[config.mk]
export PLATFORM = sky130hd
export DESIGN_NAME = circle_layer_mixer
export DESIGN_NICKNAME = d
export VERILOG_FILES = /design/src/rtl/circle_layer_mixer_pkg.sv /design/src/rtl/circle_layer_mixer_sync_delay_line.sv /design/src/rtl/circle_layer_mixer.sv
export SDC_FILE = /design/constraint.sdc
export NUM_CORES = 1
export LEC_CHECK = 0
export ABC_AREA = 1
export CAP_MARGIN = 10
export CORE_ASPECT_RATIO = 1.25
export CORE_UTILIZATION = 35
export DETAILED_ROUTE_END_ITERATION = 6
export PLACE_DENSITY_LB_ADDON = 0.12
export SLEW_MARGIN = 10
export SYNTH_ARGS = -nofsm -noshare
export SYNTH_HDL_FRONTEND = slang
export SYNTH_SLANG_ARGS = --single-unit
[constraint.sdc]
create_clock -name clk -period 6.6 [get_ports clk]
set_input_delay 0.99 -clock clk [delete_from_list [all_inputs] [get_ports clk]]
set_output_delay 0.99 -clock clk [all_outputs]
set_load 0.05 [all_outputs]
[src/rtl/circle_layer_mixer_pkg.sv]
// -----------------------------------------------------------------------------
// circle_layer_mixer_pkg
//   Shared video definitions for the circle visualiser pixel back end:
//   colour/channel widths, idle levels of the VGA timing signals, the default
//   upstream pixel-generator latency, the brightness FSM state type and small
//   per-channel arithmetic helpers used by the mixer.
// -----------------------------------------------------------------------------
package circle_layer_mixer_pkg;

    localparam int COLOR_W     = 24;   // {R,G,B}
    localparam int CH_W        = 8;    // one colour channel
    localparam int NUM_CH      = 3;
    localparam int DEF_PIX_LAT = 3;    // pipeline depth of the circle generators

    // Idle levels: syncs are active-low, blank is active-high.
    localparam logic SYNC_IDLE  = 1'b1;
    localparam logic BLANK_IDLE = 1'b1;

    localparam logic [CH_W-1:0] BRIGHT_MAX = 8'hFF;

    // Brightness FSM: IDLE = no beat seen this frame, PENDING = a beat is
    // waiting for the next frame tick.
    typedef enum logic {
        BR_IDLE    = 1'b0,
        BR_PENDING = 1'b1
    } br_state_e;

    // Clamp a 10-bit channel sum (max 4*255) to 8 bits.
    function automatic logic [CH_W-1:0] sat_ch(input logic [9:0] sum);
        return (sum > 10'd255) ? 8'hFF : sum[7:0];
    endfunction

    // (ch * (bright+1)) >> 8. bright = 255 multiplies by 256, i.e. identity.
    function automatic logic [CH_W-1:0] scale_ch(input logic [CH_W-1:0] ch,
                                                 input logic [CH_W-1:0] bright);
        logic [16:0] prod;
        prod = {9'd0, ch} * ({9'd0, bright} + 17'd1);
        return prod[15:8];
    endfunction

endpackage

[src/rtl/circle_layer_mixer_sync_delay_line.sv]
// -----------------------------------------------------------------------------
// sync_delay_line
//   Fixed-depth shift register used to keep VGA timing signals aligned with a
//   pipelined pixel path. Every tap resets to RST_VAL so that after reset the
//   output shows idle timing for DEPTH cycles.
//
//   Ports:
//     clk    in   clock
//     reset  in   synchronous, active-high; loads RST_VAL into every tap
//     d_i    in   WIDTH  value entering the line
//     q_o    out  WIDTH  d_i delayed by DEPTH cycles
// -----------------------------------------------------------------------------
module sync_delay_line #(
    parameter int               WIDTH   = 3,
    parameter int               DEPTH   = 5,   // must be >= 2
    parameter logic [WIDTH-1:0] RST_VAL = '1
) (
    input  logic             clk,
    input  logic             reset,
    input  logic [WIDTH-1:0] d_i,
    output logic [WIDTH-1:0] q_o
);

    // taps_q[i] holds d_i delayed by i+1 cycles.
    logic [DEPTH-1:0][WIDTH-1:0] taps_q;

    always_ff @(posedge clk) begin
        if (reset) begin
            taps_q <= {DEPTH{RST_VAL}};
        end else begin
            taps_q <= {taps_q[DEPTH-2:0], d_i};
        end
    end

    assign q_o = taps_q[DEPTH-1];

endmodule

[src/rtl/circle_layer_mixer.sv]
// -----------------------------------------------------------------------------
// circle_layer_mixer
//   Last pixel stage before the VGA DAC. Sums up to NUM_LAYERS circle layers
//   per channel with saturation (background colour when nothing is lit), then
//   scales by a frame-global brightness that jumps to full on an audio beat and
//   decays once per frame otherwise. Brightness only moves on the vsync falling
//   edge, so a frame is never drawn with two brightness levels.
//
//   Ports:
//     clk          in   pixel clock
//     reset        in   synchronous, active-high
//     hsync_in     in   active-low, aligned with hcount/vcount
//     vsync_in     in   active-low, aligned with hcount/vcount
//     blank_in     in   active-high, aligned with hcount/vcount
//     layer_pix    in   24*NUM_LAYERS, layer i at [24i+23:24i], PIX_LAT after syncs
//     layer_en     in   NUM_LAYERS per-layer enable
//     beat         in   single-cycle beat pulse
//     rgb_out      out  24 mixed, scaled pixel (0 while blanked)
//     hsync_out    out  hsync_in delayed PIX_LAT+2
//     vsync_out    out  vsync_in delayed PIX_LAT+2
//     blank_out    out  blank_in delayed PIX_LAT+2
//     brightness   out  8 current frame brightness
//     dbg_state_o  out  brightness FSM state (beat pending or not)
// -----------------------------------------------------------------------------
module circle_layer_mixer
    import circle_layer_mixer_pkg::*;
#(
    parameter int               NUM_LAYERS = 4,
    parameter int               PIX_LAT    = DEF_PIX_LAT,
    parameter int               DECAY      = 8,
    parameter int               MIN_BRIGHT = 32,
    parameter logic [COLOR_W-1:0] BG_COLOR = 24'h0
) (
    input  logic                          clk,
    input  logic                          reset,
    input  logic                          hsync_in,
    input  logic                          vsync_in,
    input  logic                          blank_in,
    input  logic [COLOR_W*NUM_LAYERS-1:0] layer_pix,
    input  logic [NUM_LAYERS-1:0]         layer_en,
    input  logic                          beat,
    output logic [COLOR_W-1:0]            rgb_out,
    output logic                          hsync_out,
    output logic                          vsync_out,
    output logic                          blank_out,
    output logic [CH_W-1:0]               brightness,
    output br_state_e                     dbg_state_o
);

    localparam logic [CH_W-1:0] DECAY_B   = DECAY[CH_W-1:0];
    localparam logic [CH_W-1:0] MIN_B     = MIN_BRIGHT[CH_W-1:0];
    // Below this level a full decrement would cross the floor (or underflow).
    localparam logic [8:0]      FLOOR_THR = 9'(MIN_BRIGHT + DECAY);

    // ---------------------------------------------------------------- syncs
    // The pixel for a given sync sample arrives PIX_LAT later and spends two
    // more cycles in mix/scale, hence PIX_LAT+2.
    logic [2:0] sync_in;
    logic [2:0] sync_out;

    assign sync_in = {hsync_in, vsync_in, blank_in};

    sync_delay_line #(
        .WIDTH  (3),
        .DEPTH  (PIX_LAT + 2),
        .RST_VAL({SYNC_IDLE, SYNC_IDLE, BLANK_IDLE})
    ) u_sync_delay (
        .clk  (clk),
        .reset(reset),
        .d_i  (sync_in),
        .q_o  (sync_out)
    );

    assign hsync_out = sync_out[2];
    assign vsync_out = sync_out[1];
    assign blank_out = sync_out[0];

    // ---------------------------------------------------------------- stage 1: mix
    logic [COLOR_W-1:0] mix_d;
    logic [COLOR_W-1:0] mix_q;
    logic [9:0]         ch_sum;
    logic               any_lit;

    always_comb begin
        mix_d   = '0;
        ch_sum  = '0;
        any_lit = 1'b0;
        for (int c = 0; c < NUM_CH; c++) begin
            ch_sum = '0;
            for (int l = 0; l < NUM_LAYERS; l++) begin
                if (layer_en[l]) begin
                    ch_sum = ch_sum + {2'b00, layer_pix[l*COLOR_W + c*CH_W +: CH_W]};
                end
            end
            mix_d[c*CH_W +: CH_W] = sat_ch(ch_sum);
        end
        for (int l = 0; l < NUM_LAYERS; l++) begin
            if (layer_en[l] && (layer_pix[l*COLOR_W +: COLOR_W] != '0)) begin
                any_lit = 1'b1;
            end
        end
        // Nothing lit (or nothing enabled): show the background.
        if (!any_lit) begin
            mix_d = BG_COLOR;
        end
    end

    // ---------------------------------------------------------------- stage 2: scale
    logic [COLOR_W-1:0] scale_d;
    logic [COLOR_W-1:0] scale_q;
    logic [CH_W-1:0]    bright_q;

    always_comb begin
        scale_d = '0;
        for (int c = 0; c < NUM_CH; c++) begin
            scale_d[c*CH_W +: CH_W] = scale_ch(mix_q[c*CH_W +: CH_W], bright_q);
        end
    end

    always_ff @(posedge clk) begin
        if (reset) begin
            mix_q   <= '0;
            scale_q <= '0;
        end else begin
            mix_q   <= mix_d;
            scale_q <= scale_d;
        end
    end

    // blank_out is the registered blank tap that lines up with scale_q, so
    // masking after the flops keeps blanking exact without an extra tap.
    assign rgb_out = blank_out ? '0 : scale_q;

    // ---------------------------------------------------------------- frame tick
    logic vs_q;
    logic tick;

    assign tick = vs_q & ~vsync_in;   // vsync falling edge, one cycle wide

    // ---------------------------------------------------------------- brightness FSM
    br_state_e       state_q;
    br_state_e       state_d;
    logic [CH_W-1:0] bright_d;

    // State register
    always_ff @(posedge clk) begin
        if (reset) begin
            state_q  <= BR_IDLE;
            bright_q <= BRIGHT_MAX;
            vs_q     <= SYNC_IDLE;
        end else begin
            state_q  <= state_d;
            bright_q <= bright_d;
            vs_q     <= vsync_in;
        end
    end

    // Next state: a tick always consumes the pending beat (a beat on the tick
    // cycle itself is consumed by the same tick).
    always_comb begin
        state_d = state_q;
        if (tick) begin
            state_d = BR_IDLE;
        end else if (beat) begin
            state_d = BR_PENDING;
        end
    end

    // Outputs: brightness only moves on a tick.
    always_comb begin
        bright_d = bright_q;
        if (tick) begin
            if ((state_q == BR_PENDING) || beat) begin
                bright_d = BRIGHT_MAX;
            end else if ({1'b0, bright_q} < FLOOR_THR) begin
                bright_d = MIN_B;
            end else begin
                bright_d = bright_q - DECAY_B;
            end
        end
    end

    assign brightness  = bright_q;
    assign dbg_state_o = state_q;

endmodule

# [Word level (Yosys, flattened, before mapping)]
# Index checks and enable logic that the tools add are counted.
[totals] in_bits=106 elab_cells=64 reg_bits=73 output_inout_bits=36
[classes] addsub=11 n_bitwise=3 n_reduce_logical=11 mux=22 order_cmp=4 n_mul=3
[ops] operator="$reduce_bool 24->1" count=4
[ops] operator="$add 10x8->10" count=9
[ops] operator="$mux 10" count=9
[ops] operator="$mux 8" count=8
[ops] operator="$mul 8x17->16" count=2
[ops] operator="$gt 10x8->1 const B" count=3
[ops] operator="$mux 24" count=1
[ops] operator="$mul 8x9->16" count=1
[ops] operator="$add 8x1->9 const B" count=1
[ops] operator="$lt 8x6->1 const B" count=1
[ops] operator="$sub 8x4->8 const B" count=1
[ops] operator="$logic_and 1x1->1" count=4
[ops] operator="$mux 1" count=4
[ops] operator="$reduce_or 2->1" count=2
[ops] operator="$not 1->1" count=2
[ops] operator="$and 1x1->1" count=1
[ops] operator="$logic_or 1x1->1" count=1

# [Logic depth before layout (Yosys ltp)]
[logic_depth] depth_word=9 mapped_depth=36 mapped_depth_nobuf=34

# [By module]
# A second synthesis with hierarchy kept.
[hier_totals] cells_unflattened=1911 hier_area_um2=12254.3
[by_module_without_submodules] mod="circle_layer_mixer" area_per_inst_um2=11803.8 seq_area_each_um2=1121.1 instances=1 cells_per_inst=1861
[by_module_without_submodules] mod="sync_delay_line" area_per_inst_um2=450.4 seq_area_each_um2=300.3 instances=1 cells_per_inst=50

# [Worst setup path before layout]
# Ideal clock, no wire load.
[synth_path] path_type="register to register" from="register bright_q[3] (netlist: brightness[3])" to="register scale_q[5]" path_stages_with_launch=23 required_time_ps=6485 path_buffers=1 t_arrival_ps=4951 setup_time_ps=115 path_slack_ps=1534 synth_period_minus_slack_ps=5066 cell_sequence="dfxtp_1 -> ha_1 -> nand2_1 -> nor2_1 -> nand3_1 -> nand2_1 -> clkbuf_1 -> nor2_1 -> fa_1 -> inv_1 -> fa_1 -> fa_1 -> inv_1 -> fa_1 -> ha_1 -> nand2_1 -> a21oi_1 -> a211oi_1 -> o21ai_1 -> nand2_1 -> nand2_1 -> a21oi_1 -> nor2_1"
[synth_between] elab_chain_cells=2
[synth_lines] element="start: declaration" line="circle_layer_mixer.sv:111" source="logic [CH_W-1:0] bright_q;"
[synth_lines] element="start signal: assignment" line="circle_layer_mixer.sv:153" source="bright_q <= bright_d;"
[synth_lines] element="$add 8x1->9" line="circle_layer_mixer_pkg.sv:37" source="prod = {9'd0, ch} * ({9'd0, bright} + 17'd1);"
[synth_lines] element="$mul 8x17->16" line="circle_layer_mixer_pkg.sv:37"
[synth_lines] element="end signal: assignment" line="circle_layer_mixer.sv:126" source="scale_q <= scale_d;"
[synth_lines] element="end: declaration" line="circle_layer_mixer.sv:110" source="logic [COLOR_W-1:0] scale_q;"
# No other way between the ends.
# A chain may end at the register's enable or synchronous reset.

# [Worst setup path in the final report]
[layout_path] from="input layer_en[0]" to="register mix_q[6]"
[layout_between] elab_chain_cells=9 word_cells_on_any_way=16 cone_classes="add/sub (3); order compare (1); mux (9); bitwise (1); reduce/logical (2)"
[layout_lines] element="start: declaration" line="circle_layer_mixer.sv:40" source="input logic [NUM_LAYERS-1:0] layer_en,"
[layout_lines] element="$mux 8" line="circle_layer_mixer.sv:91" source="if (layer_en[l]) begin"
[layout_lines] element="$add 10x8->10" line="circle_layer_mixer.sv:92" source="ch_sum = ch_sum + {2'b00, layer_pix[l*COLOR_W + c*CH_W +: CH_W]};"
[layout_lines] element="$mux 10" line="circle_layer_mixer.sv:91"
[layout_lines] element="$add 10x8->10" line="circle_layer_mixer.sv:92"
[layout_lines] element="$mux 10" line="circle_layer_mixer.sv:91"
[layout_lines] element="$add 10x8->10" line="circle_layer_mixer.sv:92"
[layout_lines] element="$mux 10" line="circle_layer_mixer.sv:91"
[layout_lines] element="$gt 10x8->1" line="circle_layer_mixer_pkg.sv:30" source="return (sum > 10'd255) ? 8'hFF : sum[7:0];"
[layout_lines] element="$mux 8" line="circle_layer_mixer_pkg.sv:30"
[layout_lines] element="end signal: assignment" line="circle_layer_mixer.sv:125" source="mix_q <= mix_d;"
[layout_lines] element="end: declaration" line="circle_layer_mixer.sv:80" source="logic [COLOR_W-1:0] mix_q;"
# Several ways; a longest one is shown, not always the timed one.

==> run_results.csv <==
group,metric,value,unit
synthesis,yosys_register_bits,70,
synthesis,yosysTopAreaCell,"ha_1",
pwr,p_comb_share,64.5,%
clocking,cts_hold_buf,0,
die,rows,76,
synthesis,synthesis.nets,2293,
grt,grt_pass1_wl,54600,um
synthesis,ys_warn_count,0,
placed_design,postPlaceCellArea,0.0142,mm^2
critical_path,cpMaxStageDelayCell,"clkdlybuf4s50_1",
critical_path,crit_type,"input pin to flip-flop",
sta,period_needed,5510,ps
drt,drt_iter0_markers,404,
grt,grt.met3_usage,2.51,%
critical_path,cp_max_fo,14,
critical_path,critPathCaptureType,"flip-flop",
synthesis,syn-cell-area,0.0123,mm^2
sta,hold_viol,0,
drt,ant_nets,0,
synthesis,ys_top_cells_by_count,"491 x nand2_1, 386 x inv_1, 239 x nor2_1, 174 x ha_1, 99 x nand3_1",
layout,num_antenna_cells,0,
clocking,post_cts_buffers,0,
grt,grt_pass1_vias,11800,
die,die_w,170,um
clocking,post_cts_resized,0,
clocking,clock_path_buffers,2,
drt,dr.pass1.iters,5,
synthesis,synth_top_area_share,17.7,%
synthesis,synth-main-ff-cell,"dfxtp_1",
clocking,cts_buffers,9,
clocking,cts.clk_slew.worst_paths,60,ps
layout,fin_nets,2422,
placed_design,numPortBuffers,141,
worst_hold_path,hold_path_class,"flip-flop to flip-flop",
synthesis,synth.distinct_cells,40,
grt,met1_usage,21.3,%
drt,viasPerCell,4.62,
pwr,pwr_density_cell,213,mW/mm^2
grt,gr-total-overflow,0,
die,dieArea,0.0359,mm^2
clocking,clk_latency,360,ps
layout,final_area,0.0145,mm^2
drt,wirelength,32700,um
clocking,cts_tree,"built",
pwr,clock_power_share,16.9,%
pwr,seq_power_share,18.6,%
placed_design,post-place-ws,685,ps
sta,finalSetupViolCount,0,
placed_design,dp_cells,2512,
synthesis,synth-edff-count,0,
layout,syn_to_final_growth,18.2,%
critical_path,r2r_slack,1300,ps
layout,nFillCells,3690,
critical_path,required,6810,ps
synthesis,seq_area_frac_synth,11.4,%
die,core,0.0345,mm^2
sta,final.period_utilization,83.5,%
sta,hold_ws,410,ps
drt,wl_per_cell,12.9,um
grt,grt_max_degree,31,
synthesis,synthTopCellsByArea,"ha_1 18%, nand2_1 15%, fa_1 14%",
outcome,status,"finished, final reports clean",
clocking,numClockSinks,70,
pwr,leakage,7.88,nW
drt,vias,11700,
clocking,cts_root_buf,"clkbuf_16",
die,ios,142,
grt,antenna_found_initial,0,
sta,tightest_slew,886,ps
sta,setup_ws,1090,ps
die,die_h,212,um
sta,rsz0062_at_grt,"false",
pwr,irDropWorstVdd,0.121,mV
synthesis,syn_avg_cell_area,6.38,um^2
critical_path,worst_setup_path_start_kind,"input pin",
die,start_util,35.6,%
run,drv_cap,0,
pwr,p_total,3.10,mW
drt,drc,0,
layout,post-route-util,42.1,%
critical_path,critPathMostFrequentCell,"nand2_1",
critical_path,max_stage_delay,740,ps
synthesis,yosysMostFrequentCell,"nand2_1",
sta,clock_skew,8.11,ps
grt,grtUsageTotal,19.1,%
pwr,switching_share,48.5,%
layout,finalNonFillerCells,2528,
sta,relSlewSlack,40.9,%
placed_design,place.gp.congestion,0.870,
critical_path,cp.arrival,5720,ps
placed_design,post-dp-hpwl,28100,um
grt,busiest_layer,"met2",
synthesis,netlist_instances,1926,
sta,tns,0,ps
sta,fmax,0.181,GHz
sta,drv_slew,0,
pwr,switching_power,1.51,mW
clocking,h-tree-depth,3,
synthesis,synth-async-reset-ratio,0,%
pwr,internal_power,1.60,mW
grt,use_met2,37.2,%
layout,drive_above_1_share,4.56,%
area by class of cell:
class | instances | area [um^2] | area share (%)
multi-input combinational | 1416 | 9190 | 63.3
tap | 468 | 586 | 4.03
sequential | 70 | 1400 | 9.64
clock buffer | 9 | 225 | 1.55
timing repair buffer | 157 | 1530 | 10.5
clock inverter | 7 | 88.8 | 0.611
inverter | 401 | 1510 | 10.4
registers in the layout, summed over array words and instances, names as in the netlist:
signal	cells
u_sync_delay.q_o	3
dbg_state_o	1
scale_q	24
brightness	6
mix_q	24
u_sync_delay.taps_q	12
logic make-up (layout without fill, tap and decap cells):
logic type               Yosys count  in the layout  synth area share (%)
adder cells (fa/ha/maj)          261            261                  31.9
flip-flops                        70             70                  11.4
buffers and inverters            440            574                  13.8
AND/OR/NAND/NOR                  952            952                  32.7
XOR/XNOR                          38             38                  2.71
AO/OA/AOI/OAI                    165            165                  7.48
metal layers:
layer | vias to the layer above | wire, um
met2 | 200 | 17000
met3 | 31 | 1160
li1 | 6222 | -
met1 | 5238 | 14000
met5 | - | 0
met4 | 0 | 522
worst max-delay path, delay by kind of cell:
kind                       cells  cell delay [ps]
and+or+nand+nor               20             2090
adders and majority gates      4             1250
buffers and inverters          6             1110
AOI/OAI and AO/OA              1              240
xor gates and xnor gates       1               60
layout by cell type (no fill, tap or decap), types with 7 or more instances in the layout:
cell type,netlist,routed
a21oi_1,74,74
and2_1,7,7
buf_4,8,16
clkbuf_16,0,9
clkdlybuf4s50_1,0,141
dfxtp_1,70,70
fa_1,87,87
ha_1,174,174
inv_1,386,386
inv_2,10,10
nand2_1,491,491
nand2_2,11,11
nand3_1,99,99
nand4_1,36,36
nor2_1,239,239
nor3_1,12,12
nor4_1,18,18
o21ai_0,40,40
o21ai_1,16,16
or2_2,23,23
xnor2_1,21,21
xor2_1,17,17
power by group through the flow:
| stage | Sequential, mW | Combinational (mW) | Clock (mW) |
|---|---|---|---|
| 6_report | 0.576 | 2.00 | 0.525 |
| 5_1_grt | 0.587 | 2.34 | 0.563 |
| 4_1_cts | 0.578 | 2.03 | 0.546 |
| 3_5_place_dp | 0.588 | 2.01 | 0 |
| 3_3_place_gp | 0.587 | 2.00 | 0 |
| 2_1_floorplan | 0.564 | 1.51 | 0 |
worst paths after layout:
kind	cells past startpoint	from	endpoint
max reg2reg	23	brightness[1]	scale_q[14]
min reg2reg	1	u_sync_delay.taps_q[9]	u_sync_delay.q_o[0]
max	32	layer_en[0]	mix_q[6]
min	1	u_sync_delay.taps_q[9]	u_sync_delay.q_o[0]
Power figures use the tool's default switching activity.
